**config.mk**
```make
export PLATFORM = sky130hd
export DESIGN_NAME = imm_decode_stage
export DESIGN_NICKNAME = d
export VERILOG_FILES = /design/src/rtl/imm_decode_stage.sv
export SDC_FILE = /design/constraint.sdc
export NUM_CORES = 1
export LEC_CHECK = 0
export ABC_AREA = 1
export BUFFER_PORTS_ARGS = -buffer_cell sky130_fd_sc_hd__buf_2
export CORE_ASPECT_RATIO = 0.5
export CORE_MARGIN = 5
export CORE_UTILIZATION = 30
export DETAILED_ROUTE_END_ITERATION = 10
export PLACE_DENSITY = 0.45
export SLEW_MARGIN = 20
export SYNTH_ARGS = -nofsm -noshare
export SYNTH_HDL_FRONTEND = slang
export SYNTH_SLANG_ARGS = --single-unit
```
**constraint.sdc**
```tcl
create_clock -name i_clk -period 2.5 [get_ports i_clk]
set_input_delay 0.625 -clock i_clk [delete_from_list [all_inputs] [get_ports i_clk]]
set_output_delay 0.625 -clock i_clk [all_outputs]
set_load 0.01 [all_outputs]
```
**src/rtl/imm_decode_stage.sv**
```systemverilog
// Immediate-decode pipeline stage: registered decode with a one-entry skid buffer.
// Optional feature macro: IMM_DECODE_ZICSR_EN (CSR-immediate forms give zext(rs1) immediate).
module imm_decode_stage #(
   parameter int unsigned XLEN  = 64,
   parameter int unsigned TAG_W = 64
) (
   input  logic             i_clk,
   input  logic             i_rst_n,
   input  logic             i_valid,
   output logic             o_ready,
   input  logic [31:0]      i_inst,
   input  logic [TAG_W-1:0] i_tag,
   output logic             o_valid,
   input  logic             i_ready,
   output logic [XLEN-1:0]  o_imm,
   output logic [5:0]       o_type,
   output logic             o_illegal,
   output logic [31:0]      o_inst,
   output logic [TAG_W-1:0] o_tag,
   output logic [15:0]      o_illegal_cnt
);

   // One-hot format encoding {r,i,s,b,u,j}
   localparam logic [5:0] TypeR = 6'b100000;
   localparam logic [5:0] TypeI = 6'b010000;
   localparam logic [5:0] TypeS = 6'b001000;
   localparam logic [5:0] TypeB = 6'b000100;
   localparam logic [5:0] TypeU = 6'b000010;
   localparam logic [5:0] TypeJ = 6'b000001;

   logic [5:0]      dec_type;
   logic            dec_illegal;
   logic [31:0]     imm32;
   logic [XLEN-1:0] dec_imm;

   always_comb begin
      dec_type    = '0;
      dec_illegal = 1'b0;
      imm32       = '0;
      case (i_inst[6:0])
         7'b0110111, 7'b0010111: dec_type = TypeU;
         7'b1101111:             dec_type = TypeJ;
         7'b1100111, 7'b0000011, 7'b0010011, 7'b0001111, 7'b1110011: dec_type = TypeI;
         7'b1100011:             dec_type = TypeB;
         7'b0100011:             dec_type = TypeS;
         7'b0110011:             dec_type = TypeR;
         7'b0011011: begin
            if (XLEN == 64) dec_type = TypeI;
            else            dec_illegal = 1'b1;
         end
         7'b0111011: begin
            if (XLEN == 64) dec_type = TypeR;
            else            dec_illegal = 1'b1;
         end
         default:                dec_illegal = 1'b1;
      endcase
      case (dec_type)
         TypeI:   imm32 = {{20{i_inst[31]}}, i_inst[31:20]};
         TypeS:   imm32 = {{20{i_inst[31]}}, i_inst[31:25], i_inst[11:7]};
         TypeB:   imm32 = {{19{i_inst[31]}}, i_inst[31], i_inst[7], i_inst[30:25],
                           i_inst[11:8], 1'b0};
         TypeU:   imm32 = {i_inst[31:12], 12'b0};
         TypeJ:   imm32 = {{11{i_inst[31]}}, i_inst[31], i_inst[19:12], i_inst[20],
                           i_inst[30:21], 1'b0};
         default: imm32 = '0;
      endcase
`ifdef IMM_DECODE_ZICSR_EN
      if (i_inst[6:0] == 7'b1110011 && i_inst[14]) imm32 = {27'b0, i_inst[19:15]};
`else
`endif
      // Bit 31 of imm32 always equals inst[31] (or 0), so signed widening does the extension
      dec_imm = XLEN'($signed(imm32));
   end

   logic             out_valid_q, out_valid_d;
   logic [XLEN-1:0]  out_imm_q, out_imm_d;
   logic [5:0]       out_type_q, out_type_d;
   logic             out_ill_q, out_ill_d;
   logic [31:0]      out_inst_q, out_inst_d;
   logic [TAG_W-1:0] out_tag_q, out_tag_d;
   logic             skid_valid_q, skid_valid_d;
   logic [XLEN-1:0]  skid_imm_q, skid_imm_d;
   logic [5:0]       skid_type_q, skid_type_d;
   logic             skid_ill_q, skid_ill_d;
   logic [31:0]      skid_inst_q, skid_inst_d;
   logic [TAG_W-1:0] skid_tag_q, skid_tag_d;
   logic             ready_q, ready_d;
   logic [15:0]      cnt_q, cnt_d;
   logic             accept, retire;

   always_comb begin
      out_valid_d  = out_valid_q;
      out_imm_d    = out_imm_q;
      out_type_d   = out_type_q;
      out_ill_d    = out_ill_q;
      out_inst_d   = out_inst_q;
      out_tag_d    = out_tag_q;
      skid_valid_d = skid_valid_q;
      skid_imm_d   = skid_imm_q;
      skid_type_d  = skid_type_q;
      skid_ill_d   = skid_ill_q;
      skid_inst_d  = skid_inst_q;
      skid_tag_d   = skid_tag_q;
      cnt_d        = cnt_q;
      accept       = i_valid && ready_q;
      retire       = out_valid_q && i_ready;

      // Skid can only be full while the output is full, so accept never coincides with drain
      if (!out_valid_q || retire) begin
         if (skid_valid_q) begin
            out_valid_d  = 1'b1;
            out_imm_d    = skid_imm_q;
            out_type_d   = skid_type_q;
            out_ill_d    = skid_ill_q;
            out_inst_d   = skid_inst_q;
            out_tag_d    = skid_tag_q;
            skid_valid_d = 1'b0;
         end else if (accept) begin
            out_valid_d = 1'b1;
            out_imm_d   = dec_imm;
            out_type_d  = dec_type;
            out_ill_d   = dec_illegal;
            out_inst_d  = i_inst;
            out_tag_d   = i_tag;
         end else begin
            out_valid_d = 1'b0;
         end
      end else if (accept) begin
         skid_valid_d = 1'b1;
         skid_imm_d   = dec_imm;
         skid_type_d  = dec_type;
         skid_ill_d   = dec_illegal;
         skid_inst_d  = i_inst;
         skid_tag_d   = i_tag;
      end

      ready_d = !skid_valid_d;
      if (accept && dec_illegal && cnt_q != 16'hFFFF) cnt_d = cnt_q + 16'd1;
   end

   always_ff @(posedge i_clk) begin
      if (!i_rst_n) begin
         out_valid_q  <= 1'b0;
         out_imm_q    <= '0;
         out_type_q   <= '0;
         out_ill_q    <= 1'b0;
         out_inst_q   <= '0;
         out_tag_q    <= '0;
         skid_valid_q <= 1'b0;
         skid_imm_q   <= '0;
         skid_type_q  <= '0;
         skid_ill_q   <= 1'b0;
         skid_inst_q  <= '0;
         skid_tag_q   <= '0;
         ready_q      <= 1'b1;
         cnt_q        <= '0;
      end else begin
         out_valid_q  <= out_valid_d;
         out_imm_q    <= out_imm_d;
         out_type_q   <= out_type_d;
         out_ill_q    <= out_ill_d;
         out_inst_q   <= out_inst_d;
         out_tag_q    <= out_tag_d;
         skid_valid_q <= skid_valid_d;
         skid_imm_q   <= skid_imm_d;
         skid_type_q  <= skid_type_d;
         skid_ill_q   <= skid_ill_d;
         skid_inst_q  <= skid_inst_d;
         skid_tag_q   <= skid_tag_d;
         ready_q      <= ready_d;
         cnt_q        <= cnt_d;
      end
   end

   assign o_ready       = ready_q;
   assign o_valid       = out_valid_q;
   assign o_imm         = out_imm_q;
   assign o_type        = out_type_q;
   assign o_illegal     = out_ill_q;
   assign o_inst        = out_inst_q;
   assign o_tag         = out_tag_q;
   assign o_illegal_cnt = cnt_q;

endmodule

```
==> impl_metrics.json <==
{
  "synth-seq-area-share": 0.462,
  "relSlewSlack": 0.551,
  "overflow": 0,
  "outcome": "finished, final reports clean",
  "post_cts_resized": 0,
  "synth.avg_cell_area_um2": 7.20,
  "worst_ep_required_time_ns": 2.99,
  "ys_top_cells_by_count": "331 x nand2_1, 289 x dfxtp_1, 287 x nor2_1",
  "reg2reg_from": "o_illegal_cnt[1]",
  "io_pins": 285,
  "vdd.ir_drop.worst_uv": 476,
  "crit_type": "reg2reg",
  "hold_end": "skid_tag_q[5]",
  "finalWirelength_um": 41200,
  "setup_viol": 0,
  "dp_hpwl_um": 26600,
  "antenna_found_initial": 2,
  "finalCriticalPeriod_ns": 1.97,
  "wl_per_cell_um": 16.5,
  "cts_root_buf": "clkbuf_16",
  "timing.rr.end": "o_illegal_cnt[2]",
  "critPathCaptureType": "flip-flop",
  "multi_input_area_mm2": 0.00559,
  "worst_setup_path_start_kind": "flip-flop",
  "r2r_cells": 8,
  "cts_buffers": 29,
  "yosysTopAreaCellShare": 0.462,
  "power_leakage_uw": 0.00717,
  "core_area_mm2": 0.0408,
  "remaining_drc_errors": 0,
  "seqCellArea_mm2": 0.00579,
  "grt_usage": 0.170,
  "cts_setup_buffers": 0,
  "vias": 11900,
  "vias_per_cell": 4.78,
  "final_max_slew_viol_count": 0,
  "clkTransAtPathRegs_ns": 0.06,
  "fmax_mhz": 508,
  "rsz0062_at_grt": "false",
  "ant_nets": 0,
  "async_flop_share": 0,
  "grt_pass1_vias": 11200,
  "hold_path_startpoint": "i_tag[5]",
  "crit_arrival_ns": 2.46,
  "syn_inst": 1737,
  "startpoint": "o_illegal_cnt[1]",
  "grt_max_degree": 95,
  "die-area_mm2": 0.0461,
  "drt_first_pass_iters": 5,
  "cts_sinks": 289,
  "drt_iter0_drc": 762,
  "cts_tree": "yes",
  "place.gp.congestion": 0.785,
  "netlist_area_mm2": 0.0125,
  "min_path_cells": 3,
  "p_per_area_mw_per_mm2": 683,
  "final_nets": 2029,
  "finalClockSkew_ns": 0.0161,
  "synth_most_common_cell": "nand2_1",
  "maxCapViolations": 0,
  "regToRegSetupSlack_ns": 0.53,
  "fp-row-count": 52,
  "synth_nets": 1838,
  "yosys.area.top_type": "dfxtp_1",
  "synth-seq-cells": 289,
  "clockBufferDepth": 3,
  "finalCritPeriodShare": 0.788,
  "worst_pin_slew_ns": 0.673,
  "die_x_um": 299,
  "finalHoldViolations": 0,
  "cp_max_fo": 15,
  "synth.yosys.warnings": 0,
  "fp.dieH_um": 154,
  "tns_ns": 0,
  "drive_gt1_frac": 0.202,
  "postCtsHoldBufs": 0,
  "grt_pass1_wl_um": 65000,
  "synth_edf_count": 0,
  "start_util": 0.307,
  "io_buffers": 284,
  "syn2layout_area_growth_pct": 21.4,
  "cts.htree.levels": 1,
  "final_util": 0.372,
  "synthFlopType": "dfxtp_1",
  "synth.area.top_cells": "dfxtp_1 46%, nand2_1 9.9%, o21ai_0 8.6%",
  "clkLatencyLatePin_ns": 0.56,
  "fillCellCount": 4377,
  "hold_path.class": "in2reg",
  "synth.distinct_cells": 30
}
[routing by layer]
metal	GRT usage	up-vias	routed length (um)
li1	-	6148	-
met1	0.236	5510	19500
met2	0.287	207	19400
met3	0.0256	48	1550
met4	0.0313	0	727
met5	0	-	0
[cells by family after synthesis]
| logic type | share of synthesized area |
|---|---|
| AOI/OAI and AO/OA | 0.194 |
| xor gates and xnor gates | 0.00700 |
| adders and majority gates | 0.00100 |
| buffers and inverters | 0.0911 |
| DFF | 0.462 |
| and+or+nand+nor | 0.244 |
[worst max path at each step]
stage,slack (ns),end
global placement,0.13,o_imm[18]
finish,0.53,o_illegal_cnt[2]
detailed placement,0.08,o_imm[19]
global route,0.36,o_illegal_cnt[15]
floorplan,0.65,o_illegal_cnt[5]
CTS,0.49,o_illegal_cnt[2]
[worst max-delay path, cell delays in order, from the launching register on]
cell	delay, ns
dfxtp_1	0.39
ha_1	0.28
nand2_1	0.12
nor3_4	0.35
nand4_4	0.18
nand4_2	0.13
buf_4	0.22
nand2_1	0.07
a21oi_1	0.15
[power breakdown]
group / switching [uW] / total [uW] / leakage (uW) / internal [uW]
clock: 1910 / 4140 / 0.000428 / 2230
sequential: 131 / 5000 / 0.00237 / 4870
combinational: 785 / 1230 / 0.00437 / 447
[final cells by class]
class                           count  share of cell area
Sequential cell                   289               0.381
Multi-Input combinational cell   1198               0.368
Timing Repair Buffer              329               0.128
Clock buffer                       40              0.0525
Tap cell                          540              0.0445
Inverter                           81              0.0205
Clock inverter                     13             0.00503
Antenna cell                        2            0.000330
[flip-flops by register name, summed over array words and instances (netlist names)]
register and cells:
o_ready 1, o_imm 32, skid_imm_q 32, skid_valid_q 1, o_tag 64, skid_tag_q 64, o_illegal 1, skid_ill_q 1
skid_type_q 6, o_valid 1, o_illegal_cnt 16, skid_inst_q 32, o_inst 32, o_type 6
[cells in the final DEF, fill, tap and decap left out, types with 2 or more instances in the layout]
cell type / synthesis / routed
a211oi_1: 6 / 6
a21oi_1: 85 / 85
a31oi_1: 96 / 96
buf_12: 0 / 14
buf_2: 31 / 283
buf_4: 35 / 31
clkbuf_1: 93 / 8
clkbuf_16: 0 / 29
clkbuf_8: 0 / 3
clkinv_2: 0 / 9
clkinvlp_4: 0 / 3
dfxtp_1: 289 / 288
diode_2: 0 / 2
inv_1: 75 / 74
inv_2: 6 / 5
nand2_1: 331 / 331
nand2_2: 3 / 3
nand3_1: 98 / 98
nand4_1: 19 / 19
nand4_4: 2 / 2
nor2_1: 287 / 286
nor2_4: 1 / 2
o211ai_1: 34 / 34
o21ai_0: 216 / 216
o22ai_1: 4 / 4
xnor2_1: 6 / 6
xor2_1: 4 / 4
[through the flow]
| stage | cell area, um^2 | setup slack, ns | hold slack, ns | instances | power (uW) |
|---|---|---|---|---|---|
| 3_5_place_dp | 14300 | 0.0753 | 0.454 | 2437 | 6360 |
| 5_1_grt | 15200 | 0.356 | 0.287 | 2492 | 10900 |
| 2_1_floorplan | 12500 | 0.651 | 0.447 | 1737 | 5800 |
| 3_3_place_gp | 14300 | 0.133 | 0.452 | 2437 | 6360 |
| 6_report | 15200 | 0.531 | 0.301 | 2492 | 10400 |
| 4_1_cts | 15200 | 0.493 | 0.269 | 2490 | 10600 |
No activity file was read; power rests on OpenSTA's default activity.
